## src/rtl/fps_regfile_pkg.sv

```systemverilog
// Shared constants for the FPS config register file.
// Defaults, address map and status bit positions.
package fps_regfile_pkg;

  localparam int DATA_W_DEF     = 8;
  localparam int ADDR_W_DEF     = 8;
  localparam int NUMREGS_DEF    = 9;
  localparam int NUM_STATUS_DEF = 2;

  localparam int CFG_BASE    = 0;
  localparam int STATUS_BASE = CFG_BASE + NUMREGS_DEF;
  localparam int STATUS0     = STATUS_BASE;
  localparam int STATUS1     = STATUS_BASE + 1;
  localparam int ADDR_END    = STATUS_BASE + NUM_STATUS_DEF;

  localparam logic [NUMREGS_DEF*DATA_W_DEF-1:0] RST_VEC_DEF = '0;

  localparam int STS0_PLL_UNLOCK = 0;
  localparam int STS0_ADC_OVR    = 1;
  localparam int STS0_BIAS_FAULT = 2;
  localparam int STS1_FIFO_OVF   = 0;
  localparam int STS1_FIFO_UNF   = 1;

endpackage

```

## src/rtl/status_sticky_reg.sv

```systemverilog
// One sticky status register: level set, write-1-to-clear.
// A set and a clear on the same bit in one cycle leaves it set.
module status_sticky_reg
  import fps_regfile_pkg::*;
#(
  parameter int DATA_W = DATA_W_DEF
) (
  input  logic              clk,
  input  logic              reset_n,
  input  logic [DATA_W-1:0] set,
  input  logic [DATA_W-1:0] clr,
  output logic [DATA_W-1:0] value
);

  always_ff @(posedge clk or negedge reset_n) begin
    if (!reset_n) value <= '0;
    else value <= (value & ~clr) | set;
  end

endmodule

```

## src/rtl/cfg_regfile_shadow.sv

```systemverilog
// Staged config registers with atomic apply to the active outputs,
// sticky status registers above the config space, registered reads.
module cfg_regfile_shadow
  import fps_regfile_pkg::*;
#(
  parameter int DATA_W     = DATA_W_DEF,
  parameter int ADDR_W     = ADDR_W_DEF,
  parameter int NUMREGS    = NUMREGS_DEF,
  parameter int NUM_STATUS = NUM_STATUS_DEF,
  parameter logic [NUMREGS*DATA_W-1:0] RESET_VALUE =
    (NUMREGS*DATA_W)'(RST_VEC_DEF)
) (
  input  logic              clk,
  input  logic              reset_n,
  output logic [DATA_W-1:0] config_bits [NUMREGS],
  input  logic              write,
  input  logic [ADDR_W-1:0] write_addr,
  input  logic [DATA_W-1:0] write_data,
  input  logic [DATA_W-1:0] write_mask,
  input  logic              read,
  input  logic [ADDR_W-1:0] read_addr,
  input  logic              read_sel,
  output logic [DATA_W-1:0] read_data,
  output logic              read_valid,
  input  logic              apply,
  output logic              cfg_updated,
  input  logic [DATA_W-1:0] status_set [NUM_STATUS],
  output logic              addr_err
);

  if ((64'(NUMREGS) + 64'(NUM_STATUS)) > (64'd1 << ADDR_W)) begin : g_chk
    $error("register map does not fit in ADDR_W");
  end

  // One extra bit so the map size itself is representable.
  localparam logic [ADDR_W:0] END_A =
    (ADDR_W+1)'(NUMREGS + NUM_STATUS);

  logic [DATA_W-1:0] staging [NUMREGS];
  logic [DATA_W-1:0] sts [NUM_STATUS];
  logic [DATA_W-1:0] rd_next;
  logic              wr_oor;
  logic              rd_oor;

  assign wr_oor = {1'b0, write_addr} >= END_A;
  assign rd_oor = {1'b0, read_addr} >= END_A;

  always_ff @(posedge clk or negedge reset_n) begin
    if (!reset_n) begin
      for (int i = 0; i < NUMREGS; i++) begin
        staging[i]     <= RESET_VALUE[i*DATA_W +: DATA_W];
        config_bits[i] <= RESET_VALUE[i*DATA_W +: DATA_W];
      end
    end else begin
      for (int i = 0; i < NUMREGS; i++) begin
        if (write && write_addr == ADDR_W'(i)) begin
          staging[i] <= (staging[i] & ~write_mask)
                      | (write_data & write_mask);
        end
        if (apply) config_bits[i] <= staging[i];
      end
    end
  end

  for (genvar j = 0; j < NUM_STATUS; j++) begin : g_sts
    logic [DATA_W-1:0] clr;
    assign clr = (write && write_addr == ADDR_W'(NUMREGS + j))
               ? (write_data & write_mask) : '0;
    status_sticky_reg #(.DATA_W(DATA_W)) u_sts (
      .clk     (clk),
      .reset_n (reset_n),
      .set     (status_set[j]),
      .clr     (clr),
      .value   (sts[j])
    );
  end

  always_comb begin
    rd_next = '0;
    for (int i = 0; i < NUMREGS; i++) begin
      if (read_addr == ADDR_W'(i)) begin
        rd_next = read_sel ? config_bits[i] : staging[i];
      end
    end
    for (int j = 0; j < NUM_STATUS; j++) begin
      if (read_addr == ADDR_W'(NUMREGS + j)) rd_next = sts[j];
    end
  end

  always_ff @(posedge clk or negedge reset_n) begin
    if (!reset_n) begin
      read_data   <= '0;
      read_valid  <= 1'b0;
      cfg_updated <= 1'b0;
      addr_err    <= 1'b0;
    end else begin
      read_valid  <= read;
      cfg_updated <= apply;
      if (read) read_data <= rd_next;
      if ((write && wr_oor) || (read && rd_oor)) addr_err <= 1'b1;
    end
  end

endmodule

```

## config.mk

```make
export PLATFORM = sky130hd
export DESIGN_NAME = cfg_regfile_shadow
export DESIGN_NICKNAME = d
export VERILOG_FILES = /design/src/rtl/fps_regfile_pkg.sv /design/src/rtl/status_sticky_reg.sv /design/src/rtl/cfg_regfile_shadow.sv
export SDC_FILE = /design/constraint.sdc
export NUM_CORES = 1
export LEC_CHECK = 0
export CAP_MARGIN = 20
export CORE_MARGIN = 2
export CORE_UTILIZATION = 50
export DETAILED_ROUTE_END_ITERATION = 6
export GPL_TIMING_DRIVEN = 0
export PLACE_DENSITY_LB_ADDON = 0.1
export SETUP_SLACK_MARGIN = 0.05
export SYNTH_ARGS = -nofsm -noshare
export SYNTH_HDL_FRONTEND = slang
export SYNTH_SLANG_ARGS = --single-unit
```

## constraint.sdc

```tcl
create_clock -name clk -period 1.6 [get_ports clk]
set_input_delay 0.32 -clock clk [delete_from_list [all_inputs] [get_ports clk]]
set_output_delay 0.32 -clock clk [all_outputs]
set_load 0.03 [all_outputs]
```

Word level (Yosys, flattened, before mapping)
Index checks and enable logic that the tools add are counted.
Widths: inputs -> output; s select.
{"block": "word_totals", "register_bits": 171, "word_cells": 110, "out_inout_bits": 83, "inputBits": 54}
{"block": "op_classes", "n_lt_le_gt_ge": 2, "muxes": 22, "reduce_logical": 16, "n_eq_ne": 20, "n_bitwise": 26}
{"operator": "$mux 8", "n": 22}
{"operator": "$and 8x8->8", "n": 12}
{"operator": "$or 8x8->8", "n": 11}
{"operator": "$eq 8x3->1 const B", "n": 8}
{"operator": "$eq 8x4->1 const B", "n": 6}
{"operator": "$eq 8x2->1 const B", "n": 4}
{"operator": "$not 8->8", "n": 3}
{"operator": "$eq 8x1->1 const B", "n": 2}
{"operator": "$ge 8x4->1 const B", "n": 2}
{"operator": "$logic_not 8->1", "n": 2}
{"operator": "$logic_and 1x1->1", "n": 13}
{"operator": "$logic_or 1x1->1", "n": 1}

Longest topological paths before layout
Gate-level depths: netlist of run 1.
{"block": "depth", "depth_word": 12, "ltp_mapped": 8, "mapped_depth_nobuf": 5}

Cells and area by module
Synthesis of run 1 repeated with hierarchy kept, for this count alone.
{"block": "hier_totals", "cells_unflattened": 703, "hier_area_um2": 8381.8}
{"mod": "cfg_regfile_shadow", "instances": 1, "area_per_inst_um2": 7801.2, "seq_area_each_um2": 3878.7, "cells_each": 655}
{"mod": "status_sticky_reg", "instances": 2, "area_per_inst_um2": 290.3, "seq_area_each_um2": 200.2, "cells_each": 24}

Worst setup path before layout of run 1
Ideal clock, no wire load.
{"block": "synth_timing", "path_type": "input -> register", "start": "input read_addr[5]", "end": "register read_data[6]", "stages": 7, "setup_ns": 0.086, "required_time_ns": 1.514, "slack_ns": -0.448, "arrival_ns": 1.962, "n_path_buf": 2, "path_cell_list": "or4_1 buf_2 or3_1 buf_6 a2111oi_4 a21oi_2 o221ai_2"}
{"block": "synth_via", "elab_chain_cells": 12, "word_cells_on_any_way": 22, "cone_classes": "eq/ne (10); mux (11); reduce/logical (1)"}
{"element": "from (decl)", "line": "cfg_regfile_shadow.sv:21", "text": "input logic [ADDR_W-1:0] read_addr,"}
{"element": "$logic_not 8->1", "line": "cfg_regfile_shadow.sv:81", "text": "if (read_addr == ADDR_W'(i)) begin"}
{"element": "$mux 8 (9 in series)", "line": "cfg_regfile_shadow.sv:81"}
{"element": "$mux 8", "line": "cfg_regfile_shadow.sv:86", "text": "if (read_addr == ADDR_W'(NUMREGS + j)) rd_next = sts[j];"}
{"element": "$mux 8 (*)", "line": "cfg_regfile_shadow.sv:86"}
{"element": "to (signal assigned)", "line": "cfg_regfile_shadow.sv:99", "text": "if (read) read_data <= rd_next;"}
{"element": "to (decl)", "line": "cfg_regfile_shadow.sv:23", "text": "output logic [DATA_W-1:0] read_data,"}
Every way passes the cells marked *; elsewhere a longest branch is shown, timed or not.
A chain may end at the register's enable or synchronous reset.

Worst setup path after layout of run 1
{"block": "layout_timing", "start": "input read_addr[6]", "end": "register read_data[3]"}
Same word-level chain as after synthesis.

==> results_dict.tcl, run 1 <==
set metrics [dict create \
    setup_viol 8 \
    fill_cells 1227 \
    fmaxAchievable_ghz 0.5258 \
    grt_pass1_vias 6697 \
    syn_inst 686 \
    arrival_ps 2260 \
    core_area_um2 16410 \
    post-dp-hpwl_um 17080 \
    antenna_found_initial 0 \
    cp-start-kind "primary input" \
    crit_type "primary input to flip-flop" \
    clk_pin_slew_ps 60 \
    die_h_um 132.9 \
    placed_cells 1022 \
    cts.htree.levels 4 \
    root_buffer "clkbuf_16" \
    rsz0062_at_grt "true" \
    cp.required_ps 1960 \
    drv_slew 0 \
    numCtsBuffers 17 \
    area_delta_synth_final_pct 29.16 \
    synth_xor_area_share_pct 0 \
    syn_area_per_cell_um2 12.12 \
    violations "setup timing" \
    power.total_uw 10320 \
    timing.max_cap.violations 0 \
    final.setup_skew_ps 6.617 \
    synth_top_family_by_area "multiplexers" \
    dr.pass1.iters 5 \
    final_cell_mix "dfrtp_1 (171), mux2_2 (151), nand2_1 (101)" \
    fin_nets 891 \
    synth.net_count 740 \
    tns_ps -2079 \
    period_needed_ps 1902 \
    globalRouteTotalUtil_pct 29.45 \
    ys_async_sr_fraction_pct 100.0 \
    worst_pin_slew_ps 950.7 \
    viasPerCell 5.967 \
    dr_total_vias 6379 \
    crit_path_max_fanout 7 \
    seq_area_um2 4279 \
    period_share_pct 118.9 \
    timing.reg2reg.setup_slack_ps -50 \
    multi_input_area_um2 4071 \
    ioPinCount 137 \
    synth-simple-area-share_pct 9.589 \
    clkLatencyLatePin_ps 430 \
    final_common_cell "dfrtp_1" \
    postLayoutSetupSlackWorst_ps -302.0 \
    muxShareOfSynthArea_pct 28.18 \
    ir_drop_mv 0.7917 \
    grt_overflow_total 0 \
    outcome "complete, but fails checks" \
    dieWidth_um 132.9 \
    fin_cells 1069 \
    seq_area_frac_synth_pct 51.48 \
    hold_viol 0 \
    yosysWarnings 0 \
    drt_iter0_markers 557 \
    antenna_cells 0 \
    hp-class "primary input to flip-flop" \
    final_util_pct 65.43 \
    clock_path_buffers 2 \
    grt_max_degree 101 \
    syn_area_um2 8312 \
    rows 47 \
    end_kind "flip-flop" \
    portBuffers 115 \
    holdWs_ps 311.0 \
    cts_tree "built" \
    yosys.cell_types.count 48 \
    synth-seq-cells 171 \
    die_area_um2 17670 \
    synth_compound_area_share_pct 8.144 \
    gp_congestion 0.9024 \
    p_leak_uw 0.004941 \
    clock-sinks 171 \
    slew_headroom_pct 36.62 \
    grt_pass1_wl_um 38500 \
    synth-adder-area-share_pct 0 \
    powerDensity_nw_per_um2 961.3 \
    drtAntennaViolNets 0 \
    drcViolationCount 0 \
    drive_above_1_share_pct 38.87 \
    synth_edf_count 0 \
    drt-total-wl_um 25260 \
    avgRoutedWirePerCell_um 23.63 \
    start_util_pct 50.66 \
    ys_dominant_reg_cell "dfrtp_1" \
]
path summary, 6_finish.rpt:
path	start	end	cells past startpoint
max	read_addr[6]	read_data[3]$_DFFE_PN0P_	9
min	write_addr[4]	addr_err$_DFFE_PN0P_	5
max reg2reg	config_bits[57]$_DFFE_PN0P_	read_data[1]$_DFFE_PN0P_	5
min reg2reg	flip-flop	flip-flop	1
max in group asynchronous	reset_n	asynchronous set/reset pin	3
min in group asynchronous	reset_n	cfg_updated$_DFF_PN0_	2
routing by layer:
| layer | GRT usage, % | vias to the layer above | share of wire [%] |
|---|---|---|---|
| li1 | - | 2751 | - |
| met5 | 0 | - | 0 |
| met3 | 7.778 | 64 | 7.4 |
| met2 | 45.22 | 286 | 47 |
| met4 | 13.62 | 0 | 3.8 |
| met1 | 39.39 | 3278 | 42 |
worst max-delay path, stage by stage:
cell	delay (ps)
buf_6	90
or4_4	520
buf_6	140
or3_4	340
buf_12	160
buf_6	120
a2111oi_4	320
a21oi_2	90
o21ai_1	150
synth_stat cells (6+ instances only):
cell / number / area [µm²]
a2111oi_2: 6 / 90.09
a211oi_1: 8 / 60.06
a21oi_1: 15 / 75.07
a22oi_1: 7 / 52.55
buf_1: 19 / 71.32
buf_2: 8 / 40.04
clkbuf_1: 19 / 71.32
dfrtp_1: 171 / 4279
mux2_2: 154 / 1734
mux2i_1: 27 / 270.3
mux4_2: 15 / 337.8
nand2_1: 104 / 390.4
nand2b_1: 19 / 118.9
nor2_1: 23 / 86.33
nor2b_1: 9 / 56.30
o211ai_1: 7 / 52.55
o21ai_0: 28 / 140.1
final cells by class:
| type | instances | area share, % |
|---|---|---|
| inverters | 6 | 0.2098 |
| multi-input cells | 462 | 37.93 |
| repair buffers | 132 | 10.90 |
| clock buffers | 19 | 4.219 |
| well taps | 220 | 2.564 |
| flip-flops and latches | 171 | 39.86 |
| clock inverters | 12 | 2.016 |
| plain buffers | 47 | 2.308 |
through the flow:
| step | area, µm² | setup WS [ps] |
|---|---|---|
| floorplan | 8493 | -382.0 |
| global placement | 9920 | -6631 |
| detailed placement | 9952 | -1228 |
| CTS | 10770 | -285.2 |
| global route | 10740 | -365.1 |
| finish | 10740 | -302.0 |
logic make-up after synthesis:
kind of cell	Yosys count
multiplexers	196
AO/OA/AOI/OAI	92
buffers and inverters	53
flip-flops	171
AND/OR/NAND/NOR	174
report_power, final:
part / internal [µW] / switching (µW) / leakage, µW
clock: 3000 / 1730 / 0.000329
sequential: 4430 / 88.6 / 0.00228
combinational: 399 / 676 / 0.00233
what timing repair did:
item	CTS	global route
hold endpoints to repair	71	0
resized for setup	184	103
setup buffers	13	2
endpoints found under the setup margin	249	124
hold buffers	1	0
cloned	0	0
pin swaps	10	6
Power figures use the tool's default switching activity.
==> run 2, diff against run 1 <==
--- a/config.mk
+++ b/config.mk
@@ -12,6 +12,7 @@
 export GPL_TIMING_DRIVEN = 0
 export PLACE_DENSITY_LB_ADDON = 0.1
 export SETUP_SLACK_MARGIN = 0.05
+export SLEW_MARGIN = 10
 export SYNTH_ARGS = -nofsm -noshare
 export SYNTH_HDL_FRONTEND = slang
 export SYNTH_SLANG_ARGS = --single-unit
==> results of run 2 <==
The final DEF is identical to that of run 1; final timing and power are the same.
